### config.mk
export PLATFORM = sky130hd
export DESIGN_NAME = vga_fb_arbiter
export DESIGN_NICKNAME = d
export VERILOG_FILES = /design/src/rtl/vga_fb_arbiter.sv
export SDC_FILE = /design/constraint.sdc
export NUM_CORES = 2
export LEC_CHECK = 0
export BUFFER_PORTS_ARGS = -buffer_cell sky130_fd_sc_hd__buf_2
export CAP_MARGIN = 15
export CORE_ASPECT_RATIO = 1.2
export CORE_MARGIN = 3
export CORE_UTILIZATION = 67
export CTS_BUF_LIST = sky130_fd_sc_hd__clkbuf_8 sky130_fd_sc_hd__clkbuf_16
export DETAILED_ROUTE_END_ITERATION = 7
export PLACE_DENSITY_LB_ADDON = 0.12
export REMOVE_ABC_BUFFERS = 1
export SETUP_SLACK_MARGIN = 0.1
export SYNTH_ARGS = -nofsm -noshare
export SYNTH_HDL_FRONTEND = slang
export SYNTH_SLANG_ARGS = --single-unit
### constraint.sdc
create_clock -name clkIn -period 12 [get_ports clkIn]
set_input_delay 1.2 -clock clkIn [delete_from_list [all_inputs] [get_ports clkIn]]
set_output_delay 1.2 -clock clkIn [all_outputs]
set_load 0.01 [all_outputs]
### src/rtl/vga_fb_arbiter.sv
// vga_fb_arbiter: shares one single-port framebuffer RAM between VGA scanout
// and a drawing client. During horizontal blanking it prefetches the next
// framebuffer row into a line buffer at top priority. All other RAM cycles
// go to the writer through a req/ack handshake. Pixels are read from the
// line buffer and upscaled by 2^SCALE_LOG2 in both axes.
//
// Ports:
//   clkIn, rstIn                 pixel clock, synchronous active-high reset
//   hPosIn, vPosIn, isDisplayOnIn  position and visible flag from the sync generator
//   pixelOut                     pixel for the position sampled one cycle earlier
//   wrReqIn/wrAddrIn/wrDataIn    writer request, held until wrAckOut
//   wrAckOut                     one-cycle pulse: write performed (or dropped)
//   memAddrOut/memWeOut/memWdataOut  registered RAM command
//   memRdataIn                   RAM read data, one cycle after the address
//   overrunOut                   sticky: trigger seen while a prefetch was running
module vga_fb_arbiter #(
    parameter int unsigned DISPLAY_WIDTH  = 800,
    parameter int unsigned DISPLAY_HEIGHT = 600,
    parameter int unsigned V_TOTAL        = 666,
    parameter int unsigned SCALE_LOG2     = 2,
    parameter int unsigned FB_WIDTH       = 200,
    parameter int unsigned FB_HEIGHT      = 150,
    parameter int unsigned ADDR_W         = 15,
    parameter int unsigned DATA_W         = 8
) (
    input  logic              clkIn,
    input  logic              rstIn,
    input  logic [15:0]       hPosIn,
    input  logic [15:0]       vPosIn,
    input  logic              isDisplayOnIn,
    output logic [DATA_W-1:0] pixelOut,
    input  logic              wrReqIn,
    input  logic [ADDR_W-1:0] wrAddrIn,
    input  logic [DATA_W-1:0] wrDataIn,
    output logic              wrAckOut,
    output logic [ADDR_W-1:0] memAddrOut,
    output logic              memWeOut,
    output logic [DATA_W-1:0] memWdataOut,
    input  logic [DATA_W-1:0] memRdataIn,
    output logic              overrunOut
);

    localparam int unsigned COL_W    = (FB_WIDTH > 1) ? $clog2(FB_WIDTH) : 1;
    localparam int unsigned CNT_W    = $clog2(FB_WIDTH + 1);
    localparam int unsigned ROW_W    = (FB_HEIGHT > 1) ? $clog2(FB_HEIGHT) : 1;
    localparam int unsigned FB_WORDS = FB_WIDTH * FB_HEIGHT;
    localparam logic [15:0] SUB_MASK = 16'((1 << SCALE_LOG2) - 1);

    typedef enum logic [1:0] {
        ST_IDLE,
        ST_WRITE,
        ST_PREFETCH,
        ST_DRAIN
    } state_e;

    state_e              state_q, state_d;
    logic                pending_q, pending_d;
    logic [ROW_W-1:0]    row_q, row_d;
    logic [CNT_W-1:0]    col_q, col_d;
    logic [ADDR_W-1:0]   mem_addr_q, mem_addr_d;
    logic                mem_we_q, mem_we_d;
    logic [DATA_W-1:0]   mem_wdata_q, mem_wdata_d;
    logic                wr_ack_q, wr_ack_d;
    logic                overrun_q, overrun_d;
    logic [DATA_W-1:0]   pixel_q, pixel_d;
    // Read pipeline: column on memAddrOut now, and column whose data arrives now.
    logic                rd_vld_q, rd_vld_d;
    logic [COL_W-1:0]    rd_col_q, rd_col_d;
    logic                cap_vld_q, cap_vld_d;
    logic [COL_W-1:0]    cap_col_q, cap_col_d;

    logic [DATA_W-1:0]   line_buf_q [FB_WIDTH];

    logic [15:0]         next_v_c;
    logic                trigger_c;
    logic [ROW_W-1:0]    new_row_c;
    logic [ROW_W-1:0]    row_sel_c;
    logic [ADDR_W-1:0]   first_addr_c;
    logic [ADDR_W-1:0]   next_addr_c;
    logic                wr_in_range_c;
    logic [15:0]         pix_fb_col_c;
    logic [COL_W-1:0]    pix_col_c;

    // Prefetch trigger: start of hblank on the line before a new FB row.
    always_comb begin
        next_v_c     = (vPosIn == 16'(V_TOTAL - 1)) ? 16'd0 : vPosIn + 16'd1;
        trigger_c    = (hPosIn == 16'(DISPLAY_WIDTH))
                    && (next_v_c < 16'(DISPLAY_HEIGHT))
                    && ((next_v_c & SUB_MASK) == 16'd0);
        new_row_c    = ROW_W'(next_v_c >> SCALE_LOG2);
        row_sel_c    = trigger_c ? new_row_c : row_q;
        first_addr_c = ADDR_W'(row_sel_c) * ADDR_W'(FB_WIDTH);
        next_addr_c  = ADDR_W'(row_q) * ADDR_W'(FB_WIDTH) + ADDR_W'(col_q);
        wr_in_range_c = {1'b0, wrAddrIn} < (ADDR_W + 1)'(FB_WORDS);
        pix_fb_col_c = hPosIn >> SCALE_LOG2;
        pix_col_c    = COL_W'(pix_fb_col_c);
    end

    // Next-state and registered-output logic.
    always_comb begin
        state_d     = state_q;
        pending_d   = pending_q;
        row_d       = row_q;
        col_d       = col_q;
        mem_addr_d  = mem_addr_q;
        mem_we_d    = 1'b0;
        mem_wdata_d = mem_wdata_q;
        wr_ack_d    = 1'b0;
        overrun_d   = overrun_q;
        rd_vld_d    = 1'b0;
        rd_col_d    = rd_col_q;
        cap_vld_d   = rd_vld_q;
        cap_col_d   = rd_col_q;
        pixel_d     = '0;

        if (isDisplayOnIn && (pix_fb_col_c < 16'(FB_WIDTH))) begin
            pixel_d = line_buf_q[pix_col_c];
        end

        unique case (state_q)
            ST_IDLE: begin
                if (trigger_c || pending_q) begin
                    // Issue column 0 right away so it lands one cycle after the trigger.
                    state_d    = ST_PREFETCH;
                    pending_d  = 1'b0;
                    row_d      = row_sel_c;
                    mem_addr_d = first_addr_c;
                    rd_vld_d   = 1'b1;
                    rd_col_d   = '0;
                    col_d      = CNT_W'(1);
                end else if (wrReqIn) begin
                    state_d     = ST_WRITE;
                    mem_addr_d  = wrAddrIn;
                    mem_wdata_d = wrDataIn;
                    mem_we_d    = wr_in_range_c;
                    wr_ack_d    = 1'b1;
                end
            end
            ST_WRITE: begin
                state_d = ST_IDLE;
                if (trigger_c) begin
                    pending_d = 1'b1;
                    row_d     = new_row_c;
                end
            end
            ST_PREFETCH: begin
                if (trigger_c) begin
                    overrun_d = 1'b1;
                end
                if (col_q < CNT_W'(FB_WIDTH)) begin
                    mem_addr_d = next_addr_c;
                    rd_vld_d   = 1'b1;
                    rd_col_d   = COL_W'(col_q);
                    col_d      = col_q + CNT_W'(1);
                end else begin
                    state_d = ST_DRAIN;
                end
            end
            ST_DRAIN: begin
                if (trigger_c) begin
                    overrun_d = 1'b1;
                end
                state_d = ST_IDLE;
            end
            default: state_d = ST_IDLE;
        endcase
    end

    // State and output registers.
    always_ff @(posedge clkIn) begin
        if (rstIn) begin
            state_q     <= ST_IDLE;
            pending_q   <= 1'b0;
            row_q       <= '0;
            col_q       <= '0;
            mem_addr_q  <= '0;
            mem_we_q    <= 1'b0;
            mem_wdata_q <= '0;
            wr_ack_q    <= 1'b0;
            overrun_q   <= 1'b0;
            pixel_q     <= '0;
            rd_vld_q    <= 1'b0;
            rd_col_q    <= '0;
            cap_vld_q   <= 1'b0;
            cap_col_q   <= '0;
        end else begin
            state_q     <= state_d;
            pending_q   <= pending_d;
            row_q       <= row_d;
            col_q       <= col_d;
            mem_addr_q  <= mem_addr_d;
            mem_we_q    <= mem_we_d;
            mem_wdata_q <= mem_wdata_d;
            wr_ack_q    <= wr_ack_d;
            overrun_q   <= overrun_d;
            pixel_q     <= pixel_d;
            rd_vld_q    <= rd_vld_d;
            rd_col_q    <= rd_col_d;
            cap_vld_q   <= cap_vld_d;
            cap_col_q   <= cap_col_d;
        end
    end

    // Line buffer fill; contents are not reset.
    always_ff @(posedge clkIn) begin
        if (cap_vld_q) begin
            line_buf_q[cap_col_q] <= memRdataIn;
        end
    end

    assign pixelOut    = pixel_q;
    assign wrAckOut    = wr_ack_q;
    assign memAddrOut  = mem_addr_q;
    assign memWeOut    = mem_we_q;
    assign memWdataOut = mem_wdata_q;
    assign overrunOut  = overrun_q;

endmodule

==> flow_summary_export.csv <==
group,metric,value,unit
cells_and_area,fin_nets,3585,
floorplanning,floorplan.initialDensity,67.90,%
floorplanning,fp-row-count,126,
setup_path,worstPathMaxFanout,20,
pwr,power.density_cell_area,159.7,mW/mm2
cells_and_area,number_of_fill_cells,5370,
timing,rsz0062_at_grt,"false",
logic_synthesis,synth.top_cells.by_area,"edfxtp_1 (71%), mux4_2 (16%), dfxtp_1 (2.1%), nor2_1 (1.5%), mux2i_1 (1.1%)",
logic_synthesis,async_reset_ff_share,0,%
timing,report.final.setup_viol,0,
logic_synthesis,synthesis_stage_register_bit_count,1671,
clocking,cts_buffers,153,
timing,fmax,147.6,MHz
job,timing.max_cap.violations,0,
pwr,ir_drop,0.1761,mV
setup_path,crit_path_largest_cell_delay,0.82,ns
setup_path,data_arrival_time_of_the_critical_path,7.46,ns
routing,route.detailed.vias_per_inst,6.980,
grt,grt_use_total,31.21,%
grt,first_global_vias,34579,
setup_path,crit_buf_inv,3,
clocking,clock-root-buffer,"clkbuf_16",
timing,slew_headroom,22.35,%
setup_path,cp.required,12.69,ns
routing,antenna_violating_nets_post_route,0,
placed_design,gpl.final_weighted_congestion,0.9164,
pwr,p_leak,23.69,nW
cells_and_area,final_area,0.07392,mm2
setup_path,setup.worst_path.class,"in2reg",
clocking,cts-hold-fix-buffers,0,
logic_synthesis,synthDistinctLibCells,72,
outcome,status,"finished, final reports clean",
timing,timing.setup.tns,0,ns
setup_path,cp-startpoint,"hPosIn[6]",
clocking,cts.htree.levels,4,
cells_and_area,multi_input_gate_area,0.01672,mm2
grt,grt_antenna_before_repair,6,
timing,worst_max_slew_pin_slew,1.162,ns
floorplanning,i_o_pin_count,101,
logic_synthesis,synthCells,3327,
clocking,worst_skew_pair.late_latency,0.76,ns
timing,finalMaxSlewViolations,0,
clocking,cts.sink_count,1671,
clocking,clock_tree.buffer_depth,3,
logic_synthesis,synth_enable_flop_cells,1600,
placed_design,buffer_ports.inserted,100,
floorplanning,die_width,295.2,um
grt,grt.overflow.total,0,
logic_synthesis,yosysWarningCount,0,
cells_and_area,areaGrowthSynthToFinish,9.957,%
placed_design,detailed_place_hpwl,92630,um
worst_hold_path,holdCritStartpoint,"cap_vld_d",
logic_synthesis,postSynthAreaPerCell,20.21,um2
grt,grt_max_degree,125,
timing,finalHoldViolCount,0,
routing,drc,0,
floorplanning,die_y,353.0,um
worst_hold_path,hold_path.class,"reg2reg",
grt,grt_pass1_wl,234200,um
clocking,post-cts-setup-buffer-count,0,
logic_synthesis,proportion_of_netlist_area_held_by_the_largest_area_contributor,71.47,%
clocking,clock_tree_from_tritoncts,"done",
routing,detailedRoute.firstPassIterationCount,6,
timing,post-route-period-util,56.47,%
clocking,cts.repair.resized,0,
setup_path,path_delay_family,"simple AND/OR/NAND/NOR gates",
setup_path,cp_common_cell,"ha_1",
routing,finalWirelength,157900,um
cells_and_area,seqCellArea,0.04947,mm2
timing,layout_min_cycle_time,6.776,ns
logic_synthesis,ys_top_cells_by_count,"edfxtp_1 (1600), mux4_2 (469), nor2_1 (263), nand2_1 (122), clkbuf_1 (86)",
setup_path,timing.critical_path.to_type,"register",
routing,num_vias,33901,
logic_synthesis,netlist_area,0.06723,mm2
logic_synthesis,synthFlopType,"edfxtp_1",
logic_synthesis,dominant_cell_by_count_in_the_synthesized_netlist,"edfxtp_1",
cells_and_area,drive_gt1_share,24.25,%
clocking,path_clk_slew,0.07,ns
routing,routedWlPerCell,32.50,um
placed_design,place_area,0.06886,mm2
timing,worst_clock_skew,0.02573,ns
setup_path,critical_path.reg2reg.startpoint,"row_q[2]",
logic_synthesis,synth_top_cell_by_area,"edfxtp_1",
logic_synthesis,synth.yosys.seq_area_share,73.58,%
floorplanning,core_area,0.09901,mm2
setup_path,worst_path_max_delay_cell,"nand2_1",
routing,drt_iter0_drc,4412,
setup_path,path_cells,"buf_2 > buf_4 > nor2_1 > nand2_1 > nor4_1 > nor2b_1 > o211ai_1 > buf_4 > o21ai_0 > ha_1 > ha_1 > fa_1 > ha_1 > nor2b_1 > o21a_1 > o21ai_0 > a21oi_1 > xor2_1 > a211oi_1 > or4_1 > a21oi_1",
setup_path,cp-start-kind,"input pin",
floorplanning,die-area,0.1042,mm2
-- per-layer routing --
metal	global-route usage, %	up-vias	part of all wire [%]
li1	-	13929	-
met1	41.65	17552	35
met2	50.60	2050	51
met3	6.309	368	9.0
met4	14.37	2	4.9
met5	0	-	0.0070
-- layout by cell type (no fill, tap or decap), drive strengths merged, types with 8 or more instances in the layout --
cell type | netlist | layout
clkinvlp | 0 | 8
or3 | 8 | 8
clkbuf | 86 | 158
nor2b | 36 | 36
nand4 | 9 | 9
or4 | 8 | 8
and2 | 9 | 9
o31ai | 8 | 8
bufinv | 0 | 17
xnor2 | 18 | 18
a2111oi | 9 | 9
a21oi | 48 | 48
mux2i | 77 | 77
nor4 | 13 | 13
mux4 | 469 | 469
a22oi | 9 | 9
buf | 94 | 148
nor2 | 264 | 264
edfxtp | 1600 | 1600
dfxtp | 71 | 71
nand2b | 12 | 12
o22ai | 12 | 12
nand3 | 43 | 43
nor3 | 24 | 24
inv | 34 | 74
clkinv | 0 | 57
a211o | 10 | 10
a21o | 10 | 10
a211oi | 34 | 34
nand2 | 122 | 122
xor2 | 17 | 17
o21ai | 35 | 35
ha | 60 | 60
-- power by group --
group          switching [mW]  leakage [nW]  internal [mW]  total (mW)
clock network            2.12          2.57           2.75        4.87
registers             0.00384          15.0           6.39        6.39
logic                   0.337          6.17          0.210       0.548
-- state kept, by name (all words and copies together) (netlist names), 2 cells and up --
register / flops
line_buf_q: 1600
memAddrOut: 15
cap_col_d: 8
cap_col_q: 8
col_q: 8
memWdataOut: 8
pixelOut: 8
row_q: 8
state_q: 2
-- kinds of logic (layout without fill, tap and decap cells) --
| group | count (synthesis) | count (layout) | synth area share [%] |
|---|---|---|---|
| flip-flops | 1671 | 1671 | 73.58 |
| AND/OR/NAND/NOR | 572 | 572 | 3.948 |
| multiplexers | 552 | 552 | 16.96 |
| AO/OA/AOI/OAI | 216 | 216 | 2.178 |
| buffers and inverters | 214 | 462 | 1.550 |
| adder cells (fa/ha/maj) | 67 | 67 | 1.325 |
| XOR/XNOR | 35 | 35 | 0.4560 |
| other | 0 | 2 | 0 |
-- stage by stage --
stage               worst slack (ns)  std cells  util, %  hold slack [ns]  total power, mW
floorplan                      5.964       3147        -           0.4138            6.754
global placement               4.841       4573    69.55           0.4433            7.044
detailed placement             4.673       4573    69.55           0.4486            7.061
CTS                            5.403       4852    74.64           0.4589            11.85
global route                   4.820       4856    74.66           0.4639            12.09
finish                         5.224       4857    74.66           0.4595            11.81
-- path summary, 6_finish.rpt --
path         slack [ns]  cells past startpoint              to
max                5.22                     21  memAddrOut[13]
min reg2reg        0.46                      1       cap_vld_q
max reg2reg        8.01                     14  memAddrOut[13]
min                0.46                      1       cap_vld_q
-- area by class of cell --
cell class              count  area share [%]
repair buffers            149           1.291
inverters                  34          0.1743
flip-flops and latches   1671           66.92
well taps                1280           2.167
diodes                      2        0.006771
multi-input cells        1442           22.63
clock inverters           122           1.530
clock buffers             157           5.284
(Power assumes the default switching activity.)
